<file path="config.mk">
export PLATFORM = sky130hd
export DESIGN_NAME = b4to1_arbiter
export DESIGN_NICKNAME = d
export VERILOG_FILES = /design/src/rtl/b4to1_arbiter_pkg.sv /design/src/rtl/b4to1_muxer.sv /design/src/rtl/b4to1_arbiter.sv
export SDC_FILE = /design/constraint.sdc
export NUM_CORES = 1
export LEC_CHECK = 0
export CAP_MARGIN = 20
export CORE_AREA = 2 2 39 41
export DETAILED_ROUTE_END_ITERATION = 6
export DIE_AREA = 0 0 41 43
export PLACE_DENSITY = 0.72
export REMOVE_ABC_BUFFERS = 1
export SYNTH_ARGS = -nofsm -noshare
export SYNTH_HDL_FRONTEND = slang
export SYNTH_SLANG_ARGS = --single-unit
export TNS_END_PERCENT = 20
</file>
<file path="constraint.sdc">
create_clock -name clock -period 2.85 [get_ports clock]
set_clock_uncertainty 0.1 [all_clocks]
set_input_delay 0.57 -clock clock [delete_from_list [all_inputs] [get_ports clock]]
set_output_delay 0.57 -clock clock [all_outputs]
set_load 0.01 [all_outputs]
</file>
<file path="src/rtl/b4to1_arbiter_pkg.sv">
// Shared constants for the 4-to-1 round-robin bus arbiter: state encodings,
// default hold limit and the rotating-priority pick function.
package b4to1_arbiter_pkg;

    typedef enum logic [1:0] {
        ST_IDLE  = 2'b00,
        ST_GRANT = 2'b01,
        ST_GAP   = 2'b10
    } arb_state_t;

    localparam int HOLD_MAX_DEFAULT = 8;

    // First asserted request in the order last+1, last+2, last+3, last.
    function automatic logic [1:0] rr_pick(input logic [3:0] req, input logic [1:0] last);
        logic [1:0] pick;
        logic [1:0] idx;
        logic       found;
        pick  = last;
        found = 1'b0;
        for (int k = 1; k <= 4; k++) begin
            idx = last + 2'(k);
            if (!found && req[idx]) begin
                pick  = idx;
                found = 1'b1;
            end
        end
        return pick;
    endfunction

endpackage

</file>
<file path="src/rtl/b4to1_muxer.sv">
// Combinational 4:1 data-line selector; the registered result lives in the arbiter.
module b4to1_muxer (
    input  logic [3:0] data,
    input  logic [1:0] sel,
    output logic       out
);

    logic [3:0] hit;

    generate
        for (genvar gi = 0; gi < 4; gi++) begin : g_sel
            assign hit[gi] = data[gi] & (sel == 2'(gi));
        end
    endgenerate

    assign out = |hit;

endmodule

</file>
<file path="src/rtl/b4to1_arbiter.sv">
// 4-requester round-robin arbiter with a one-cycle GAP between owners and a
// registered data tap. Optional per-owner hold limit: define B4TO1_ARB_TIMEOUT_EN.
module b4to1_arbiter
    import b4to1_arbiter_pkg::*;
#(
    parameter int HOLD_MAX = HOLD_MAX_DEFAULT
) (
    input  logic       clock,
    input  logic       reset,
    input  logic [3:0] req,
    input  logic [3:0] x3_x0,
    output logic [3:0] grant,
    output logic [1:0] b1_b0,
    output logic       z0,
    output logic       valid,
    output logic       busy
);

    arb_state_t state_reg, state_next;
    logic [3:0] grant_reg, grant_next;
    logic [1:0] sel_reg,   sel_next;
    logic [1:0] last_reg,  last_next;
    logic       z_reg,     z_next;
    logic       valid_reg, valid_next;
    logic [1:0] pick;
    logic       mux_out;
    logic       expire;

    b4to1_muxer u_muxer (
        .data (x3_x0),
        .sel  (sel_reg),
        .out  (mux_out)
    );

    assign pick = rr_pick(req, last_reg);

`ifdef B4TO1_ARB_TIMEOUT_EN
    localparam int CW = (HOLD_MAX > 1) ? $clog2(HOLD_MAX) : 1;

    logic [CW-1:0] cnt_reg, cnt_next;

    // cnt_reg counts completed GRANT cycles minus one; the HOLD_MAX-th edge releases.
    assign expire = (cnt_reg == CW'(HOLD_MAX - 1));

    always_comb begin
        cnt_next = cnt_reg;
        if (state_reg == ST_GRANT)
            cnt_next = expire ? '0 : cnt_reg + 1'b1;
        else
            cnt_next = '0;
    end

    always_ff @(posedge clock) begin
        if (reset)
            cnt_reg <= '0;
        else
            cnt_reg <= cnt_next;
    end
`else
    assign expire = 1'b0;
`endif

    always_comb begin
        state_next = state_reg;
        grant_next = grant_reg;
        sel_next   = sel_reg;
        last_next  = last_reg;
        z_next     = z_reg;
        valid_next = valid_reg;
        case (state_reg)
            ST_IDLE, ST_GAP: begin
                valid_next = 1'b0;
                if (|req) begin
                    state_next = ST_GRANT;
                    grant_next = 4'b0001 << pick;
                    sel_next   = pick;
                    last_next  = pick;
                end else begin
                    state_next = ST_IDLE;
                    grant_next = 4'b0000;
                end
            end
            ST_GRANT: begin
                z_next = mux_out;
                // Owner release always passes through GAP, even with others waiting.
                if (req[sel_reg] && !expire) begin
                    valid_next = 1'b1;
                end else begin
                    state_next = ST_GAP;
                    grant_next = 4'b0000;
                    valid_next = 1'b0;
                end
            end
            default: begin
                state_next = ST_IDLE;
                grant_next = 4'b0000;
                valid_next = 1'b0;
            end
        endcase
    end

    always_ff @(posedge clock) begin
        if (reset) begin
            state_reg <= ST_IDLE;
            grant_reg <= 4'b0000;
            sel_reg   <= 2'b00;
            last_reg  <= 2'b11;
            z_reg     <= 1'b0;
            valid_reg <= 1'b0;
        end else begin
            state_reg <= state_next;
            grant_reg <= grant_next;
            sel_reg   <= sel_next;
            last_reg  <= last_next;
            z_reg     <= z_next;
            valid_reg <= valid_next;
        end
    end

    assign grant = grant_reg;
    assign b1_b0 = sel_reg;
    assign z0    = z_reg;
    assign valid = valid_reg;
    assign busy  = (state_reg != ST_IDLE);

endmodule

</file>
Word-level counts from Yosys, hierarchy flattened --
Index checks and enable logic that the tools add are counted.
Operators by class: multipliers 0, magnitude comparators 5, divide/modulo/power cells 0, shift operators 1, bitwise logic cells 5, $add $sub $neg 3, mux-type cells 24, equal/unequal tests 6, reductions and logical operators 14
Operators with widths (number):
- 2-bit by 3-bit less-than comparator with 1-bit output, second input constant | 5
- 1-bit binary-select mux with 2-bit select | 5
- 1-bit two-way mux | 10
- 2-bit two-way mux | 5
- 4-bit two-way mux | 2
- 4-bit one-hot mux with 2 select lines | 1
- 4-bit OR reduction | 2
- 2-bit equality test, second input constant | 3
- 2-bit adder, second input constant | 2
- 1-bit AND | 4
- 2-bit by 1-bit equality test with 1-bit output, second input constant | 2
- 2-bit zero test | 2
- 2-bit one-hot mux with 2 select lines | 1
- 2-bit OR reduction | 2
- 1-bit by 2-bit << shifter with 4-bit output, first input constant | 1
- 1-bit logical AND | 3
- 1-bit zero test | 3
- 2-bit by 1-bit adder with 2-bit output, second input constant | 1
- 2-bit inequality test, second input constant | 1
- 2-bit AND reduction | 1
- 2-bit nonzero test | 1
- 1-bit inverter | 1
Word-level totals: ROM bits 0, bits in latches 0, register bits after elaboration 12, memory bits (writable) 0, memories kept 0

Longest topological paths before layout --
Gate-level depths: netlist of the first run.
depth after elaboration 16, mapped depth 5

Hierarchy --
A second synthesis of the first run with hierarchy kept.
Second synthesis, totals: cells, all modules 57, area total of the unflattened synthesis 560.5 um2
By module, submodules not included:
- b4to1_arbiter | instances 1, area an instance 538.0 um2, cells each 56, sequential area each 240.2 um2
- b4to1_muxer | instances 1, area an instance 22.5 um2, cells each 1, sequential area each 0.0 um2

Worst setup path before layout of the first run --
Ideal clock, no wire load.
path kind input-to-reg, start in req[3], end reg state_reg[0], setup slack 1109 ps, path buffers 1, cell stages on the path 4, arrival 1521 ps, cells stage by stage mux4_2 > and3b_1 > buf_6 > or2_1
Between the ends: word-level cells in the longest chain between the ends 3, elaborated cells between the ends (all ways) 6
RTL lines:
- start, declared | line b4to1_arbiter.sv:10 | input logic [3:0] req,
- 1-bit binary-select mux with 2-bit select / 4-bit OR reduction (equally long branches) | line b4to1_arbiter.sv:86, b4to1_arbiter.sv:73
- 1-bit two-way mux, on equally long branches | line b4to1_arbiter.sv:86, b4to1_arbiter.sv:73
- 2-bit inequality test (no source line) / 2-bit one-hot mux with 2 select lines (equally long branches)
- end signal, assigned | line b4to1_arbiter.sv:111 | state_reg <= state_next;
- end, declared | line b4to1_arbiter.sv:19 | arb_state_t state_reg, state_next;
Several ways; a longest one is shown, not always the timed one. The select of a mux whose other input is x is not followed. A chain may end at the register's enable or synchronous reset.

Worst setup path in the final report of the first run --
start reg state_reg[0], end out busy
Between the ends: word-level cells in the longest chain between the ends 1
RTL lines:
- 2-bit nonzero test | line b4to1_arbiter.sv:124 | assign busy = (state_reg != ST_IDLE);
- end, declared | line b4to1_arbiter.sv:16 | output logic busy
Every way passes these cells.

==> impl_metrics.env, run 1 <==
export IMPL_hold_buffers=0
export IMPL_hpwl_um=1020
export IMPL_layout_nets=87
export IMPL_ys_types=25
export IMPL_dr_first_iter_drc_count=13
export IMPL_tightestPinTransition_ns=0.480
export IMPL_fin_crit_sh_pct=71.2
export IMPL_ctsRootBufferMaster="clkbuf_4"
export IMPL_top_level_ports=19
export IMPL_final_layout_size_suffix_gt1_share_pct=9.21
export IMPL_avgSynthCellArea_um2=9.88
export IMPL_worstPathRequired_ns=2.18
export IMPL_final_core_util_pct=56.1
export IMPL_max_freq_ghz=0.493
export IMPL_leakagePower_nw=0.301
export IMPL_power_density_nw_per_um2=652
export IMPL_whs_ns=0.362
export IMPL_ir_drop_v=0.000424
export IMPL_max_stage_delay_ns=0.48
export IMPL_vias_per_cell=5.79
export IMPL_cp_max_fo=4
export IMPL_relSlewSlack_pct=67.8
export IMPL_rows=14
export IMPL_pre_cts_slack_ns=0.563
export IMPL_yosys_area_top_type_share_pct=42.7
export IMPL_grt_start_max_net_pins=11
export IMPL_min_period_ns=2.03
export IMPL_first_pass_iters=4
export IMPL_hold_start="grant[3]"
export IMPL_yosysSeqAreaShare_pct=42.7
export IMPL_synthCells=57
export IMPL_worst_hold_path_type="reg2reg"
export IMPL_antenna_found_initial=0
export IMPL_io_buffers=18
export IMPL_die_h_um=43
export IMPL_crit_start="state_reg[0]"
export IMPL_cts_sinks=12
export IMPL_synth_largest_area_cell="dfxtp_1"
export IMPL_cts_max_level=1
export IMPL_initial_core_util_pct=40.7
export IMPL_drc_errors=0
export IMPL_insertion_delay_ns=0.28
export IMPL_syn_to_final_growth_pct=38.0
export IMPL_maxCapViolations=0
export IMPL_endpoint_kind="output port"
export IMPL_setup_viol=0
export IMPL_die_area_um2=1760
export IMPL_fin_tns_setup_ns=0
export IMPL_worst_slack_ns=0.820
export IMPL_rsz0062_at_grt="false"
export IMPL_die_w_um=41
export IMPL_largest_register_ffs=4
export IMPL_ys_warn_count=0
export IMPL_vias=533
export IMPL_core_um2=1380
export IMPL_post_cts_resized=0
export IMPL_slowest_stage="clkdlybuf4s50_1"
export IMPL_cts_tree="done"
export IMPL_cts_made_buffers=3
export IMPL_wl_um=1330
export IMPL_slew_viol_final=0
export IMPL_wl_per_cell_um=14.4
export IMPL_start_kind="register"
export IMPL_antenna_cells=0
export IMPL_grt_pass1_vias=509
export IMPL_r2r_start="b1_b0[1]"
export IMPL_clk_pin_slew_ns=0.07
export IMPL_synth_top_cells_by_area="dfxtp_1 (43%), a32o_1 (5.3%), mux4_1 (4.7%)"
export IMPL_post_cts_setup_buffers=0
export IMPL_grtUsageTotal_pct=16.6
export IMPL_critPathKind="reg2out"
export IMPL_clock_path_buffers=2
export IMPL_grt_ovfl_total=0
export IMPL_crit_arrival_ns=1.36
export IMPL_grt_first_pass_wirelength_um=1930
export IMPL_crit_path_cell_trace="or2_2 > clkdlybuf4s50_1"
export IMPL_postRouteAntennaNets=0
export IMPL_place_congestion=0.704
export IMPL_hold_viol_final=0
export IMPL_syn_area_um2=563
export IMPL_ys_ff_latch=12
export IMPL_run_status="finished, final reports clean"
## layout by cell type (no fill, tap or decap), types with 2 or more instances in the layout
master and n:
a21oi_1 5, nor2_1 7, clkdlybuf4s50_1 18, o41ai_1 2, clkbuf_4 3, a211oi_1 2, nor3_1 3, nand2b_1 2
nand2_1 4, a32o_1 3, nor3b_1 2, dfxtp_1 12
## cell usage after synthesis, drive strengths merged
| master | count |
|---|---|
| dfxtp | 12 |
| nor2 | 7 |
| a21oi | 5 |
| nand2 | 4 |
| a211oi | 3 |
| a32o | 3 |
| nor3 | 3 |
| buf | 2 |
| mux4 | 2 |
| nand2b | 2 |
| nor3b | 2 |
| o41ai | 2 |
| or2 | 2 |
| a21o | 1 |
| and3b | 1 |
| clkbuf | 1 |
| inv | 1 |
| mux2i | 1 |
| nor2b | 1 |
| o21ai | 1 |
| or3 | 1 |
## area by class of cell
cell class                 count  area (µm²)
timing repair buffer          18         180
sequential                    12         240
clock buffer                   4        36.3
fill                         134         607
inverter                       1        3.75
tap                           16        20.0
multi-input combinational     41         297
## through the flow
stage                     total power, W  std cells  instance area, µm²
after floorplan                 0.000303         54                 541
final                           0.000507         92                 777
after global routing            0.000531         92                 777
after global placement          0.000371         88                 741
after CTS                       0.000509         92                 777
after detailed placement        0.000375         88                 741
## critical path, delay by kind of cell (launching register included)
kind / cells / cell delay [ns]
buf+inv: 1 / 0.48
simple gates: 1 / 0.27
flops: 1 / 0.34
## final timing paths
kind / to / slack, ns / cells past startpoint
worst min register to register: grant[3] / 0.36 / 2
worst max-delay path: busy / 0.82 / 2
worst min-delay path: grant[3] / 0.36 / 2
worst max register to register: state_reg[0] / 1.20 / 3
## report_power, final
part           leakage (nW)  internal, W  switching (W)
clock                0.0210    0.0000778      0.0000575
sequential           0.0989     0.000193      0.0000226
combinational         0.181    0.0000858      0.0000705
## logic make-up after synthesis
kind of cell / count (synthesis) / synth area share, %
multiplexers: 3 / 10.4
AO/OA/AOI/OAI: 15 / 21.3
flip-flops: 12 / 42.7
AND/OR/NAND/NOR: 23 / 20.9
buffers and inverters: 4 / 4.67
## per-layer routing
| layer | up-vias | track usage [%] | share of wire [%] |
|---|---|---|---|
| met1 | 265 | 17.7 | 45 |
| met5 | - | 0 | 0 |
| li1 | 248 | - | - |
| met2 | 15 | 25.6 | 49 |
| met3 | 5 | 3.66 | 3.7 |
| met4 | 0 | 14.7 | 3.0 |
Note: power is estimated with default switching activity, not from simulation.
==> inputs of run 2 (changes only) <==
- CORE_AREA: 2 2 39 41 -> default
- CORE_MARGIN: default -> 2
- CORE_UTILIZATION: default -> 42
- DIE_AREA: 0 0 41 43 -> default
- clock period: 2.85 -> 2 ns (I/O delays scaled with it)
==> impl_metrics.env, run 2 (same netlist as run 1, synthesis figures left out) <==
export IMPL_post_cts_resized=0
export IMPL_relSlewSlack_pct=69.5
export IMPL_dr_first_iter_drc_count=3
export IMPL_core_um2=1270
export IMPL_wl_per_cell_um=13.5
export IMPL_worst_hold_path_type="reg2reg"
export IMPL_p_comb_share_pct=34.8
export IMPL_cts_sinks=12
export IMPL_clock_path_buffers=2
export IMPL_syn_to_final_growth_pct=43.3
export IMPL_run_status="finished, final reports clean"
export IMPL_hpwl_um=1050
export IMPL_fin_crit_sh_pct=91.5
export IMPL_setup_viol=0
export IMPL_vias_per_cell=5.49
export IMPL_wl_met2_um=662
export IMPL_ctsRootBufferMaster="clkbuf_4"
export IMPL_initial_core_util_pct=44.4
export IMPL_die_area_um2=1650
export IMPL_antenna_cells=0
export IMPL_endpoint_kind="output port"
export IMPL_drc_errors=0
export IMPL_die_w_um=40.6
export IMPL_max_freq_ghz=0.547
export IMPL_slew_viol_final=0
export IMPL_die_h_um=40.6
export IMPL_cts_made_buffers=3
export IMPL_leakagePower_nw=0.324
export IMPL_n_fill_cell=120
export IMPL_cts_max_level=1
export IMPL_grt_start_max_net_pins=9
export IMPL_power_frac_seq_pct=45.1
export IMPL_power_internal_w=0.000480
export IMPL_min_period_ns=1.83
export IMPL_p_clk_share_pct=20.1
export IMPL_rows=13
export IMPL_layout_nets=93
export IMPL_crit_arrival_ns=1.33
export IMPL_tightestPinTransition_ns=0.455
export IMPL_p_total_w=0.000682
export IMPL_insertion_delay_ns=0.26
export IMPL_multi_input_area_um2=297
export IMPL_post_cts_setup_buffers=0
export IMPL_final_layout_size_suffix_gt1_share_pct=14.8
export IMPL_cts_tree="done"
export IMPL_highest_layer="met4"
export IMPL_wl_met1_um=570
export IMPL_largest_register_ffs=4
export IMPL_maxCapViolations=0
export IMPL_grt_first_pass_wirelength_um=1810
export IMPL_postRouteAntennaNets=0
export IMPL_first_pass_iters=3
export IMPL_io_buffers=18
export IMPL_final_core_util_pct=63.6
export IMPL_power_density_nw_per_um2=845
export IMPL_place_congestion=0.729
export IMPL_grtUsageTotal_pct=17.8
export IMPL_rsz0062_at_grt="false"
export IMPL_hold_buffers=0
export IMPL_power_switching_w=0.000202
export IMPL_final_common_cell="clkdlybuf4s50_1"
export IMPL_hold_viol_final=0
export IMPL_p_sw_share_pct=29.6
export IMPL_clk_pin_slew_ns=0.06
export IMPL_wl_met3_um=29
export IMPL_seqCellArea_um2=240
export IMPL_top_level_ports=19
export IMPL_wl_um=1300
export IMPL_cp_max_fo=4
export IMPL_ir_drop_v=0.000463
export IMPL_layout_common_cells="clkdlybuf4s50_1 (18), dfxtp_1 (12), nor2_1 (7)"
export IMPL_critPathKind="reg2out"
export IMPL_grt_ovfl_total=0
export IMPL_antenna_found_initial=0
export IMPL_start_kind="register"
export IMPL_worstPathRequired_ns=1.50
export IMPL_grt_pass1_vias=458
export IMPL_vias=527
-- run 2: changes by cell type in the layout (fill, tap and decap cells not counted), sizes merged --
cell    change
buf         +6
clkbuf      -1
-- run 2: worst max-delay path: stages (launching register included) --
cell	delay, ns
dfxtp_1	0.32
or2_2	0.27
clkdlybuf4s50_1	0.48
-- run 2: worst paths after layout --
kind / from / endpoint / slack (ns) / cells past startpoint
hold / removal: grant[2] / grant[2] / 0.36 / 2
setup reg to reg: b1_b0[1] / state_reg[0] / 0.36 / 3
setup / recovery: state_reg[0] / busy / 0.17 / 2
hold reg to reg: grant[2] / grant[2] / 0.36 / 2
-- run 2: routing by layer --
metal / GRT usage (%) / up-vias
met4: 12.5 / 0
met1: 20.9 / 254
met2: 29.0 / 8
met3: 3.26 / 5
met5: 0 / -
li1: - / 260
-- run 2: stage by stage --
stage               hold slack, ns  setup TNS (ns)  std cells  cell area, µm²  worst slack (ns)
floorplan                    0.372               0         54             541             0.412
global placement             0.345          -0.140         93             785           -0.0584
detailed placement           0.340          -0.433         93             785            -0.113
CTS                          0.362               0         96             807             0.159
global route                 0.395               0         96             807             0.105
finish                       0.358               0         96             807             0.171
-- run 2: cell type report --
class	count	area share [%]
clock buffers	3	2.79
flip-flops and latches	12	29.8
multi-input cells	41	36.7
well taps	15	2.33
repair buffers	24	27.9
inverters	1	0.465
-- run 2: power groups by stage --
stage          sequential, W  clock [W]  combinational, W
2_1_floorplan       0.000316          0          0.000115
3_3_place_gp        0.000314          0          0.000235
3_5_place_dp        0.000314          0          0.000238
4_1_cts             0.000308   0.000142          0.000239
5_1_grt             0.000312   0.000158          0.000257
6_report            0.000308   0.000137          0.000237
==> inputs of run 3 (changes only) <==
- PLACE_DENSITY: 0.72 -> 0.75
==> impl_metrics.env, run 3 (same netlist as run 1, synthesis figures left out) <==
export IMPL_run_status="finished, final reports clean"
export IMPL_reg2reg_depth=3
export IMPL_clk_pin_slew_ns=0.07
export IMPL_power_frac_seq_pct=42.2
export IMPL_syn_to_final_growth_pct=45.8
export IMPL_die_h_um=40.6
export IMPL_hold_path_cell_count=2
export IMPL_r2r_start="b1_b0[1]"
export IMPL_power_density_nw_per_um2=891
export IMPL_p_clk_share_pct=25.4
export IMPL_max_freq_ghz=0.542
export IMPL_crit_path_cell_trace="or2_2 > clkdlybuf4s50_1"
export IMPL_slew_viol_final=0
export IMPL_clock_path_buffers=2
export IMPL_seqCellArea_um2=240
export IMPL_top_level_ports=19
export IMPL_io_buffers=18
export IMPL_cts_max_level=1
export IMPL_initial_core_util_pct=44.4
export IMPL_die_w_um=40.6
export IMPL_post_cts_setup_buffers=0
export IMPL_multi_input_area_um2=297
export IMPL_postRouteAntennaNets=0
export IMPL_crit_family="buffers and inverters"
export IMPL_ir_drop_v=0.000630
export IMPL_whs_endpoint="grant[3]"
export IMPL_hold_viol_final=0
export IMPL_post_cts_resized=0
export IMPL_cts_made_buffers=3
export IMPL_wl_per_cell_um=13.3
export IMPL_worstPathRequired_ns=1.50
export IMPL_cts_sinks=12
export IMPL_start_kind="register"
export IMPL_place_congestion=0.741
export IMPL_hold_buffers=0
export IMPL_antenna_found_initial=0
export IMPL_grt_start_max_net_pins=9
export IMPL_fin_crit_sh_pct=92.2
export IMPL_critPathKind="reg2out"
export IMPL_dr_first_iter_drc_count=10
export IMPL_hold_start="grant[3]"
export IMPL_insertion_delay_ns=0.26
export IMPL_worst_path_buf_inv=1
export IMPL_leakagePower_nw=0.331
export IMPL_r2r_end="state_reg[0]"
export IMPL_n_fill_cell=115
export IMPL_grt_pass1_vias=487
export IMPL_ctsRootBufferMaster="clkbuf_4"
export IMPL_drc_errors=0
export IMPL_rsz0062_at_grt="false"
export IMPL_tightestPinTransition_ns=0.476
export IMPL_wl_um=1290
export IMPL_max_stage_delay_ns=0.47
export IMPL_slowest_stage="clkdlybuf4s50_1"
export IMPL_grt_first_pass_wirelength_um=1950
export IMPL_first_pass_iters=4
export IMPL_cts_tree="done"
export IMPL_p_comb_share_pct=32.4
export IMPL_layout_common_cells="clkdlybuf4s50_1 (18), dfxtp_1 (12), nor2_1 (7)"
export IMPL_endpoint_kind="output port"
export IMPL_setup_viol=0
export IMPL_worst_hold_path_type="reg2reg"
export IMPL_final_common_cell="clkdlybuf4s50_1"
export IMPL_fin_tns_setup_ns=0
export IMPL_p_total_w=0.000731
export IMPL_relSlewSlack_pct=68.0
export IMPL_die_area_um2=1650
export IMPL_hpwl_um=1040
export IMPL_p_sw_share_pct=28.8
export IMPL_final_layout_size_suffix_gt1_share_pct=15.9
export IMPL_crit_arrival_ns=1.34
export IMPL_power_internal_w=0.000520
export IMPL_layout_nets=93
export IMPL_antenna_cells=0
export IMPL_largest_register_ffs=4
export IMPL_grtUsageTotal_pct=18.2
export IMPL_min_period_ns=1.84
export IMPL_grt_ovfl_total=0
export IMPL_rows=13
export IMPL_vias_per_cell=5.37
export IMPL_core_um2=1270
export IMPL_power_switching_w=0.000211
export IMPL_cp_max_fo=4
export IMPL_rrSetupSlack_ns=0.36
export IMPL_vias=521
export IMPL_maxCapViolations=0
## run 3: area by class of cell
cell class / instances / area share [%]
Timing Repair Buffer: 24 / 27.4
Multi-Input combinational cell: 41 / 36.1
Sequential cell: 12 / 29.3
Tap cell: 15 / 2.29
Inverter: 1 / 0.457
Clock buffer: 4 / 4.42
## run 3: how the worst max path moves through the flow
stage	cells after the start	end	startpoint
3_3_place_gp	4	state_reg[0]	req[2]
6_report	2	busy	state_reg[0]
5_1_grt	2	busy	state_reg[0]
4_1_cts	2	busy	state_reg[0]
2_1_floorplan	3	state_reg[0]	b1_b0[1]
3_5_place_dp	4	state_reg[0]	req[1]
## run 3: metal layers
| metal | track usage, % | share of wire, % |
|---|---|---|
| met2 | 31.0 | 53 |
| met3 | 0 | 1.6 |
| met5 | 0 | 0 |
| met4 | 10.0 | 0.39 |
| met1 | 23.4 | 45 |
## run 3: worst reg2reg max path, stage by stage (launching register included)
cell     delay, ns
dfxtp_1       0.41
mux4_2        0.55
and3b_1       0.24
or2_1         0.24
## run 3: power by group through the flow
stage          sequential, W  clock (W)  combinational, W
2_1_floorplan       0.000316          0          0.000115
3_3_place_gp        0.000313          0          0.000234
3_5_place_dp        0.000314          0          0.000238
4_1_cts             0.000309   0.000191          0.000239
5_1_grt             0.000313   0.000205          0.000257
6_report            0.000309   0.000185          0.000237
## run 3: through the flow
stage          setup WS (ns)  instances  util (%)  cell area (µm²)  hold WS [ns]
6_report               0.156         97      64.7              821         0.366
5_1_grt               0.0878         97      64.7              821         0.395
4_1_cts                0.140         97      64.7              821         0.369
3_5_place_dp         -0.0856         93      61.8              785         0.356
3_3_place_gp         -0.0524         93      61.8              785         0.345
2_1_floorplan          0.412         54         -              541         0.372
